==> src/rtl/i2c_txn_arbiter_if.sv <==
// ============================================================================
// Module : i2c_txn_arbiter_if
// Brief  : Requester and engine handshake bundle for the I2C transaction arbiter.
// Rev    : 1.0  initial release
// ============================================================================
`default_nettype none

interface i2c_txn_arbiter_if;
  logic [1:0]  req_valid;
  logic [1:0]  req_wr;
  logic [15:0] req_sub_addr;
  logic [15:0] req_wdata;
  logic [1:0]  req_done;
  logic [1:0]  req_err;
  logic [7:0]  rd_data;
  logic [1:0]  grant;
  logic        busy;
  logic [7:0]  err_count;
  logic        eng_go;
  logic        eng_wr;
  logic [23:0] eng_wdata;
  logic        eng_end;
  logic        eng_ack;
  logic [7:0]  eng_rdata;

  // Arbiter side
  modport master (
    input  req_valid, req_wr, req_sub_addr, req_wdata,
    input  eng_end, eng_ack, eng_rdata,
    output req_done, req_err, rd_data, grant, busy, err_count,
    output eng_go, eng_wr, eng_wdata
  );

  // Requester/engine side
  modport slave (
    output req_valid, req_wr, req_sub_addr, req_wdata,
    output eng_end, eng_ack, eng_rdata,
    input  req_done, req_err, rd_data, grant, busy, err_count,
    input  eng_go, eng_wr, eng_wdata
  );
endinterface

`default_nettype wire

==> src/rtl/i2c_txn_arbiter.sv <==
// ============================================================================
// Module : i2c_txn_arbiter
// Brief  : Round-robin share of one I2C transaction engine between two
//          requesters, with retry on NACK/timeout and per-port done/err pulses.
// Rev    : 1.0  initial release
// ============================================================================
`default_nettype none

module i2c_txn_arbiter #(
  parameter logic [7:0] SLAVE_ADDR    = 8'h42,
  parameter int         MAX_RETRY     = 3,
  parameter int         TIMEOUT_TICKS = 64
) (
  input  wire logic          iCLK,
  input  wire logic          iRST_N,
  input  wire logic          i2c_tick,
  i2c_txn_arbiter_if.master  bus
);

  localparam int c_TIMER_W = $clog2(TIMEOUT_TICKS + 1);
  localparam int c_ATT_W   = (MAX_RETRY < 1) ? 1 : $clog2(MAX_RETRY + 1);

  typedef enum logic [2:0] {
    S_IDLE   = 3'd0,
    S_LAUNCH = 3'd1,
    S_BUSY   = 3'd2,
    S_CHECK  = 3'd3,
    S_GAP    = 3'd4
  } state_t;

  state_t               r_state;
  logic                 r_lastGrant;
  logic [c_ATT_W-1:0]   r_attempt;
  logic [c_TIMER_W-1:0] r_timer;
  logic                 r_fail;
  logic [1:0]           r_grant;
  logic                 r_busy;
  logic [1:0]           r_done;
  logic [1:0]           r_err;
  logic [7:0]           r_rdData;
  logic [7:0]           r_errCount;
  logic                 r_go;
  logic                 r_wr;
  logic [23:0]          r_wdata;

  logic                 w_winner;
  logic                 w_timerLast;
  logic [7:0]           w_sub;
  logic [7:0]           w_data;

  // On a tie the port that did not win last time takes the engine
  always_comb begin
    w_winner = 1'b0;
    case (bus.req_valid)
      2'b01:   w_winner = 1'b0;
      2'b10:   w_winner = 1'b1;
      2'b11:   w_winner = ~r_lastGrant;
      default: w_winner = 1'b0;
    endcase
  end

  assign w_sub       = w_winner ? bus.req_sub_addr[15:8] : bus.req_sub_addr[7:0];
  assign w_data      = w_winner ? bus.req_wdata[15:8]    : bus.req_wdata[7:0];
  assign w_timerLast = (r_timer == c_TIMER_W'(TIMEOUT_TICKS - 1));

  always_ff @(posedge iCLK or negedge iRST_N) begin
    if (!iRST_N) begin
      r_state     <= S_IDLE;
      r_lastGrant <= 1'b1;
      r_attempt   <= '0;
      r_timer     <= '0;
      r_fail      <= 1'b0;
      r_grant     <= 2'b00;
      r_busy      <= 1'b0;
      r_done      <= 2'b00;
      r_err       <= 2'b00;
      r_rdData    <= 8'h00;
      r_errCount  <= 8'h00;
      r_go        <= 1'b0;
      r_wr        <= 1'b0;
      r_wdata     <= 24'h000000;
    end else begin
      r_done <= 2'b00;
      r_err  <= 2'b00;
      if (i2c_tick) begin
        case (r_state)
          S_IDLE: begin
            if (|bus.req_valid) begin
              r_grant     <= w_winner ? 2'b10 : 2'b01;
              r_busy      <= 1'b1;
              r_lastGrant <= w_winner;
              r_attempt   <= '0;
              r_timer     <= '0;
              r_fail      <= 1'b0;
              r_wr        <= w_winner ? bus.req_wr[1] : bus.req_wr[0];
              r_wdata     <= {SLAVE_ADDR, w_sub, w_data};
              r_go        <= 1'b1;
              r_state     <= S_LAUNCH;
            end
          end
          S_LAUNCH: begin
            if (!bus.eng_end) begin
              r_state <= S_BUSY;
            end else if (w_timerLast) begin
              r_go    <= 1'b0;
              r_fail  <= 1'b1;
              r_state <= S_CHECK;
            end else begin
              r_timer <= r_timer + 1'b1;
            end
          end
          S_BUSY: begin
            if (bus.eng_end) begin
              r_go    <= 1'b0;
              r_fail  <= bus.eng_ack;
              r_state <= S_CHECK;
            end else if (w_timerLast) begin
              r_go    <= 1'b0;
              r_fail  <= 1'b1;
              r_state <= S_CHECK;
            end else begin
              r_timer <= r_timer + 1'b1;
            end
          end
          S_CHECK: begin
            if (!r_fail) begin
              if (!r_wr) r_rdData <= bus.eng_rdata;
              r_done  <= r_grant;
              r_grant <= 2'b00;
              r_busy  <= 1'b0;
              r_state <= S_IDLE;
            end else if (r_attempt != c_ATT_W'(MAX_RETRY)) begin
              r_attempt <= r_attempt + 1'b1;
              r_timer   <= '0;
              r_state   <= S_GAP;
            end else begin
              r_err   <= r_grant;
              if (r_errCount != 8'hFF) r_errCount <= r_errCount + 8'd1;
              r_grant <= 2'b00;
              r_busy  <= 1'b0;
              r_state <= S_IDLE;
            end
          end
          S_GAP: begin
            r_go    <= 1'b1;
            r_fail  <= 1'b0;
            r_state <= S_LAUNCH;
          end
          default: r_state <= S_IDLE;
        endcase
      end
    end
  end

  assign bus.req_done  = r_done;
  assign bus.req_err   = r_err;
  assign bus.rd_data   = r_rdData;
  assign bus.grant     = r_grant;
  assign bus.busy      = r_busy;
  assign bus.err_count = r_errCount;
  assign bus.eng_go    = r_go;
  assign bus.eng_wr    = r_wr;
  assign bus.eng_wdata = r_wdata;

endmodule

`default_nettype wire
==> src/flat_wrapper.sv <==
// flat-port wrapper written by rule: the top's interface ports become plain ports
module i2c_txn_arbiter_flat 
#(
  parameter logic [7:0] SLAVE_ADDR    = 8'h42,
  parameter int         MAX_RETRY     = 3,
  parameter int         TIMEOUT_TICKS = 64
)
  (iCLK, iRST_N, i2c_tick, bus_req_valid, bus_req_wr, bus_req_sub_addr, bus_req_wdata, bus_eng_end, bus_eng_ack, bus_eng_rdata, bus_req_done, bus_req_err, bus_rd_data, bus_grant, bus_busy, bus_err_count, bus_eng_go, bus_eng_wr, bus_eng_wdata);
  i2c_txn_arbiter_if bus_i ();
  input  wire logic iCLK;
  input  wire logic iRST_N;
  input  wire logic i2c_tick;
  input wire logic [$bits(bus_i.req_valid)-1:0] bus_req_valid;
  input wire logic [$bits(bus_i.req_wr)-1:0] bus_req_wr;
  input wire logic [$bits(bus_i.req_sub_addr)-1:0] bus_req_sub_addr;
  input wire logic [$bits(bus_i.req_wdata)-1:0] bus_req_wdata;
  input wire logic [$bits(bus_i.eng_end)-1:0] bus_eng_end;
  input wire logic [$bits(bus_i.eng_ack)-1:0] bus_eng_ack;
  input wire logic [$bits(bus_i.eng_rdata)-1:0] bus_eng_rdata;
  output wire logic [$bits(bus_i.req_done)-1:0] bus_req_done;
  output wire logic [$bits(bus_i.req_err)-1:0] bus_req_err;
  output wire logic [$bits(bus_i.rd_data)-1:0] bus_rd_data;
  output wire logic [$bits(bus_i.grant)-1:0] bus_grant;
  output wire logic [$bits(bus_i.busy)-1:0] bus_busy;
  output wire logic [$bits(bus_i.err_count)-1:0] bus_err_count;
  output wire logic [$bits(bus_i.eng_go)-1:0] bus_eng_go;
  output wire logic [$bits(bus_i.eng_wr)-1:0] bus_eng_wr;
  output wire logic [$bits(bus_i.eng_wdata)-1:0] bus_eng_wdata;
  assign bus_i.req_valid = bus_req_valid;
  assign bus_i.req_wr = bus_req_wr;
  assign bus_i.req_sub_addr = bus_req_sub_addr;
  assign bus_i.req_wdata = bus_req_wdata;
  assign bus_i.eng_end = bus_eng_end;
  assign bus_i.eng_ack = bus_eng_ack;
  assign bus_i.eng_rdata = bus_eng_rdata;
  assign bus_req_done = bus_i.req_done;
  assign bus_req_err = bus_i.req_err;
  assign bus_rd_data = bus_i.rd_data;
  assign bus_grant = bus_i.grant;
  assign bus_busy = bus_i.busy;
  assign bus_err_count = bus_i.err_count;
  assign bus_eng_go = bus_i.eng_go;
  assign bus_eng_wr = bus_i.eng_wr;
  assign bus_eng_wdata = bus_i.eng_wdata;
  i2c_txn_arbiter #(.SLAVE_ADDR(SLAVE_ADDR), .MAX_RETRY(MAX_RETRY), .TIMEOUT_TICKS(TIMEOUT_TICKS)) u_core (.iCLK(iCLK), .iRST_N(iRST_N), .i2c_tick(i2c_tick), .bus(bus_i));
endmodule
==> config.mk <==
export PLATFORM = sky130hd
export DESIGN_NAME = i2c_txn_arbiter_flat
export DESIGN_NICKNAME = d
export VERILOG_FILES = /design/src/rtl/i2c_txn_arbiter_if.sv /design/src/rtl/i2c_txn_arbiter.sv /design/src/flat_wrapper.sv
export SDC_FILE = /design/constraint.sdc
export NUM_CORES = 1
export LEC_CHECK = 0
export ABC_AREA = 0
export CAP_MARGIN = 20
export CELL_PAD_IN_SITES_DETAIL_PLACEMENT = 0
export CELL_PAD_IN_SITES_GLOBAL_PLACEMENT = 1
export CORE_MARGIN = 1.5
export CORE_UTILIZATION = 31
export DETAILED_ROUTE_END_ITERATION = 8
export GPL_TIMING_DRIVEN = 1
export HOLD_SLACK_MARGIN = 0.06
export PLACE_DENSITY = 0.82
export SYNTH_ARGS = -nofsm -noshare
export SYNTH_HDL_FRONTEND = slang
export SYNTH_SLANG_ARGS = --single-unit
==> constraint.sdc <==
create_clock -name iCLK -period 1.7 [get_ports iCLK]
set_input_delay 0.34 -clock iCLK [delete_from_list [all_inputs] [get_ports iCLK]]
set_output_delay 0.34 -clock iCLK [all_outputs]
set_load 0.02 [all_outputs]
Word-level counts from Yosys, hierarchy flattened
Cells that the tools add are included.
- $add $sub $neg: 3
- eq/ne operators: 15
- multiplexer cells: 47
- bitwise operators: 4
- reductions and logical operators: 13
- operators with widths (operator ; number):
    7-bit 2-to-1 mux ; 6
    2-bit 2-to-1 mux ; 14
    7-bit one-hot mux with 4 select lines ; 1
    3-bit 2-to-1 mux ; 6
    8-bit 2-to-1 mux ; 2
    3-bit one-hot mux with 5 select lines ; 1
    4-bit AND reduction ; 3
    1-bit 2-to-1 mux ; 11
    5-bit AND reduction ; 2
    8-bit by 1-bit adder with 8-bit output (second input constant) ; 1
    8-bit != test (second input constant) ; 1
    1-bit one-hot mux with 4 select lines ; 2
    2-bit one-hot mux with 2 select lines ; 2
    4-bit nonzero test ; 2
    7-bit by 1-bit adder with 7-bit output (second input constant) ; 1
    7-bit by 6-bit == test with 1-bit output (second input constant) ; 1
    7-bit AND reduction ; 1
    3-bit by 2-bit == test with 1-bit output (second input constant) ; 2
    2-bit by 1-bit != test with 1-bit output (second input constant) ; 3
    2-bit != test (second input constant) ; 3
    2-bit == test (second input constant) ; 2
    1-bit inverter ; 4
    1-bit one-hot mux with 2 select lines ; 2
    3-bit by 1-bit == test with 1-bit output (second input constant) ; 1
    other kinds (8) ; 8
- register bits: 56
- output and inout bits: 49

Longest topological paths before layout
- depth in word-level cells: 5
- gate-level depth with buffers: 6
- gate-level depth less buffers: 5

Worst setup path before layout
Ideal clock, no wire load.
- path kind: reg2reg
- from: reg u_core.r_errCount[0] (netlist: u_core.bus.err_count[0])
- to: reg u_core.r_errCount[1] (netlist: u_core.bus.err_count[1])
- setup time: 128 ps
- arrival time: 1604 ps
- data required time: 1572 ps
- slack: -31 ps
- cell stages (with the launch flop): 5
- period minus slack after synthesis: 1731 ps
- cell sequence: dfrtp_1 ha_1 and3_1 a211oi_4 mux2_1
- longest elaborated chain between the ends: 2
- elaborated cells on any way between the ends: 3
- those cells by class: 1 x add/sub; 1 x eq/ne; 1 x reduce/logical
- RTL lines (item ; line ; source):
    start: declaration ; i2c_txn_arbiter.sv:41 ; logic [7:0] r_errCount;
    start signal: assignment ; i2c_txn_arbiter.sv:138 ; if (r_errCount != 8'hFF) r_errCount <= r_errCount + 8'd1;
    parallel branches: the longest is 2 deep, another holds 8-bit by 1-bit adder with 8-bit output ; n/a ;
Parallel ways; which one is timed is not known.
A chain may end at the register's enable or synchronous reset.

Worst setup path after layout
- from: reg u_core.r_state[0]
- to: reg u_core.r_timer[0]
- longest elaborated chain between the ends: 3
- elaborated cells on any way between the ends: 12
- those cells by class: 8 x eq/ne; 1 x mux; 3 x reduce/logical
- RTL lines (item ; line ; source):
    start: declaration ; i2c_txn_arbiter.sv:31 ; state_t r_state;
    start signal: assignment ; i2c_txn_arbiter.sv:68 ; r_state <= S_IDLE;
    start signal: assignment ; i2c_txn_arbiter.sv:98 ; r_state <= S_LAUNCH;
    start signal: assignment ; i2c_txn_arbiter.sv:103 ; r_state <= S_BUSY;
    3-bit by 1-bit == test with 1-bit output (tied with other cells) ; i2c_txn_arbiter.sv:86 ; case (r_state)
    4-bit nonzero test (no source line) (tied with other cells) ; n/a ;
    7-bit AND reduction (no source line) ; n/a ;
    end signal: assignment ; i2c_txn_arbiter.sv:109 ; r_timer <= r_timer + 1'b1;
    end signal: assignment ; i2c_txn_arbiter.sv:122 ; r_timer <= r_timer + 1'b1;
    end: declaration ; i2c_txn_arbiter.sv:34 ; logic [c_TIMER_W-1:0] r_timer;
Parallel ways exist; a longest one is shown, timed or not.

==> flow_metrics.py <==
metrics = {
    "cts": {
        "cts-root-buf": "clkbuf_8",
        "clk_path_buf_depth": 2,
        "htree_levels": 2,
        "clock-sinks": 56,
        "cts_tree": "built",
        "cts_buffers": 5,
        "clk_latency_ns": 0.31,
        "path_clk_slew_ns": 0.10,
    },
    "drt": {
        "drc": 0,
        "drtPass1Iterations": 4,
        "drt_iter0_drc": 60,
        "routed_via_density": 4.80,
        "vias": 2408,
        "wl_per_cell_microns": 13.7,
        "totalWireLength_microns": 6900,
        "drtAntennaViolNets": 0,
    },
    "yosys": {
        "synthFlopType": "dfrtp_1",
        "syn_area_sq_um": 2810,
        "yosysTopAreaCell": "dfrtp_1",
        "synth_common_cells": "55 x dfrtp_1, 24 x nor2_1, 22 x a21oi_1, 19 x mux2i_1",
        "synth-edff-count": 0,
        "ys_ff_latch": 56,
        "synth_cells": 255,
        "synth_top_cells_by_area": "dfrtp_1 49%, mux2i_1 6.8%, mux2_2 4.0%",
        "synth_most_common_cell": "dfrtp_1",
        "ys_warn_count": 0,
        "syn-mean-instance-area_sq_um": 11.0,
        "synth.top_cell.area_share": 0.489,
        "yosysSeqAreaShare": 0.498,
        "synth_async_sr_flop_share": 1.00,
        "yosysUniqueCellTypes": 58,
    },
    "die": {
        "die_w_microns": 98.3,
        "core-area_sq_um": 8760,
        "ioPinCount": 98,
        "row_count": 34,
        "initial_core_util": 0.321,
        "dieArea_sq_um": 9660,
        "dieHeight_microns": 98.3,
    },
    "job": {
        "max-cap-violations": 0,
    },
    "pwr": {
        "power_density_nw_per_um2": 1290,
        "ir_drop_mv": 0.658,
        "p_leak_nw": 2.03,
    },
    "finish": {
        "drive_above_1_share": 0.231,
        "syn_to_final_growth_pct": 55.0,
        "antenna_cells": 0,
        "fin_nets": 445,
        "fin_area_sq_um": 4360,
        "finish.utilization": 0.498,
    },
    "place": {
        "hpwl_microns": 5170,
        "place_area_sq_um": 4140,
        "pre_cts_slack_ns": -0.370,
        "io_buffers": 91,
        "place.gp.congestion": 0.807,
    },
    "timing": {
        "hold_viol": 0,
        "drv_slew": 0,
        "max_freq_mhz": 567,
        "rsz0062_at_grt": "true",
        "period_minus_slack_ns": 1.76,
        "finalSetupViolations": 12,
        "period_share": 1.04,
        "holdWs_ns": 0.486,
        "setup_slack_ns": -0.0624,
        "fin_skew_ns": 0.00828,
    },
    "critical_path": {
        "cp-start-kind": "register",
        "worstSetupEndpointType": "register",
        "reg2reg_depth": 5,
        "arrival_ns": 1.96,
        "reg2reg_to": "u_core.r_timer[0]",
        "crit_type": "register to register",
        "crit_required_ns": 1.90,
        "r2r_start": "u_core.r_state[0]",
        "cp_max_fo": 6,
        "r2r_slack_ns": -0.06,
    },
    "hold_path": {
        "holdPathEnd": "u_core.r_state[2]",
        "hold_start": "i2c_tick",
        "holdPathStages": 3,
        "worstHoldPathType": "input pin to register",
    },
    "status": {
        "violations": "setup timing",
        "status": "finished, violations left",
    },
    "grt": {
        "grt_max_degree": 57,
        "grt_pass1_vias": 2453,
        "antenna_found_initial": 0,
        "grt_usage": 0.148,
        "globalRouteOverflowTotal": 0,
        "grt_pass1_wl_microns": 11600,
    },
}
## worst max path at each step
stage                                  startpoint  slack (ns)                 endpoint  cells past startpoint
after detailed placement                 i2c_tick       -0.37    u_core.bus.rd_data[5]                      7
after CTS                     u_core.r_attempt[0]       -0.04        u_core.r_timer[3]                      5
after global routing          u_core.r_attempt[0]       -0.14        u_core.r_timer[3]                      5
after floorplan           u_core.bus.err_count[1]       0.001  u_core.bus.err_count[1]                      4
final                           u_core.r_state[0]       -0.06        u_core.r_timer[0]                      5
after global placement                   i2c_tick       -0.39    u_core.bus.rd_data[3]                      7
## per-stage QoR
stage / power (W) / instances / setup TNS, ns
finish: 0.00564 / 502 / -0.449
floorplan: 0.00345 / 260 / 0
global route: 0.00602 / 502 / -1.90
CTS: 0.00563 / 499 / -0.0913
detailed placement: 0.00482 / 485 / -9.01
global placement: 0.00476 / 485 / -8.28
## area by class of cell
class	instances	area [sq um]
Fill cell	799	4400
Sequential cell	56	1410
Timing Repair Buffer	144	1380
Multi-Input combinational cell	181	1340
Tap cell	108	135
Clock buffer	6	72.6
Inverter	5	18.8
Clock inverter	2	16.3
## placed cells by master, fill, tap and decap left out, types with 4 or more instances in the layout
cell,count
conb_1,6
nand2_1,9
dfrtp_1,53
nor2_1,24
and2_1,4
mux2_2,9
a21oi_1,22
clkbuf_8,5
o31ai_1,4
xnor2_1,6
dlygate4sd2_1,10
o21ai_0,5
buf_4,45
o21a_1,4
nand3_1,7
clkdlybuf4s50_1,73
mux2i_1,19
dlymetal6s2s_1,7
inv_1,5
## flip-flops by register name (all words and copies together) (netlist names)
| register | cells |
|---|---|
| u_core.bus.eng_wdata | 17 |
| u_core.bus.err_count | 8 |
| u_core.bus.rd_data | 8 |
| u_core.r_timer | 7 |
| u_core.r_state | 3 |
| u_core.bus.grant | 2 |
| u_core.bus.req_done | 2 |
| u_core.bus.req_err | 2 |
| u_core.r_attempt | 2 |
| u_core.bus.busy | 1 |
| u_core.bus.eng_go | 1 |
| u_core.bus.eng_wr | 1 |
| u_core.r_fail | 1 |
| u_core.r_lastGrant | 1 |
## routing by layer
layer	vias up	part of all wire	track usage
li1	1180	-	-
met1	1143	0.42	0.176
met2	73	0.49	0.251
met3	12	0.071	0.0508
met4	0	0.023	0.0498
met5	-	0	0
## report_power, final
part / leakage (nW) / switching, W / internal [W]
combinational: 1.30 / 0.00137 / 0.00150
sequential: 0.692 / 0.000273 / 0.00175
clock: 0.0414 / 0.000458 / 0.000295
## cell families (layout without fill, tap and decap cells)
family | Yosys count | count (layout) | synth area share
multiplexers | 31 | 31 | 0.117
buffers and inverters | 23 | 157 | 0.0458
AO/OA/AOI/OAI | 56 | 56 | 0.135
adder cells (fa/ha/maj) | 3 | 3 | 0.0133
other | 1 | 6 | 0.00133
flip-flops | 56 | 56 | 0.498
XOR/XNOR | 8 | 8 | 0.0249
AND/OR/NAND/NOR | 77 | 77 | 0.164
## timing repair
| item | in CTS | in global routing |
|---|---|---|
| setup buffers | 5 | 2 |
| pin swaps | 3 | 4 |
| endpoints found under the setup margin | 25 | 34 |
| gates resized for setup | 14 | 13 |
| hold buffers | 1 | 0 |
| gates cloned | 0 | 1 |
| endpoints found under the hold margin | 55 | 0 |
## critical path, stage by stage (launching register included)
cell and delay (ns):
dfrtp_2 0.46, buf_12 0.14, or4_4 0.52, o211ai_4 0.14, nor2_2 0.09, mux2_4 0.31
Power figures use the tool's default switching activity.
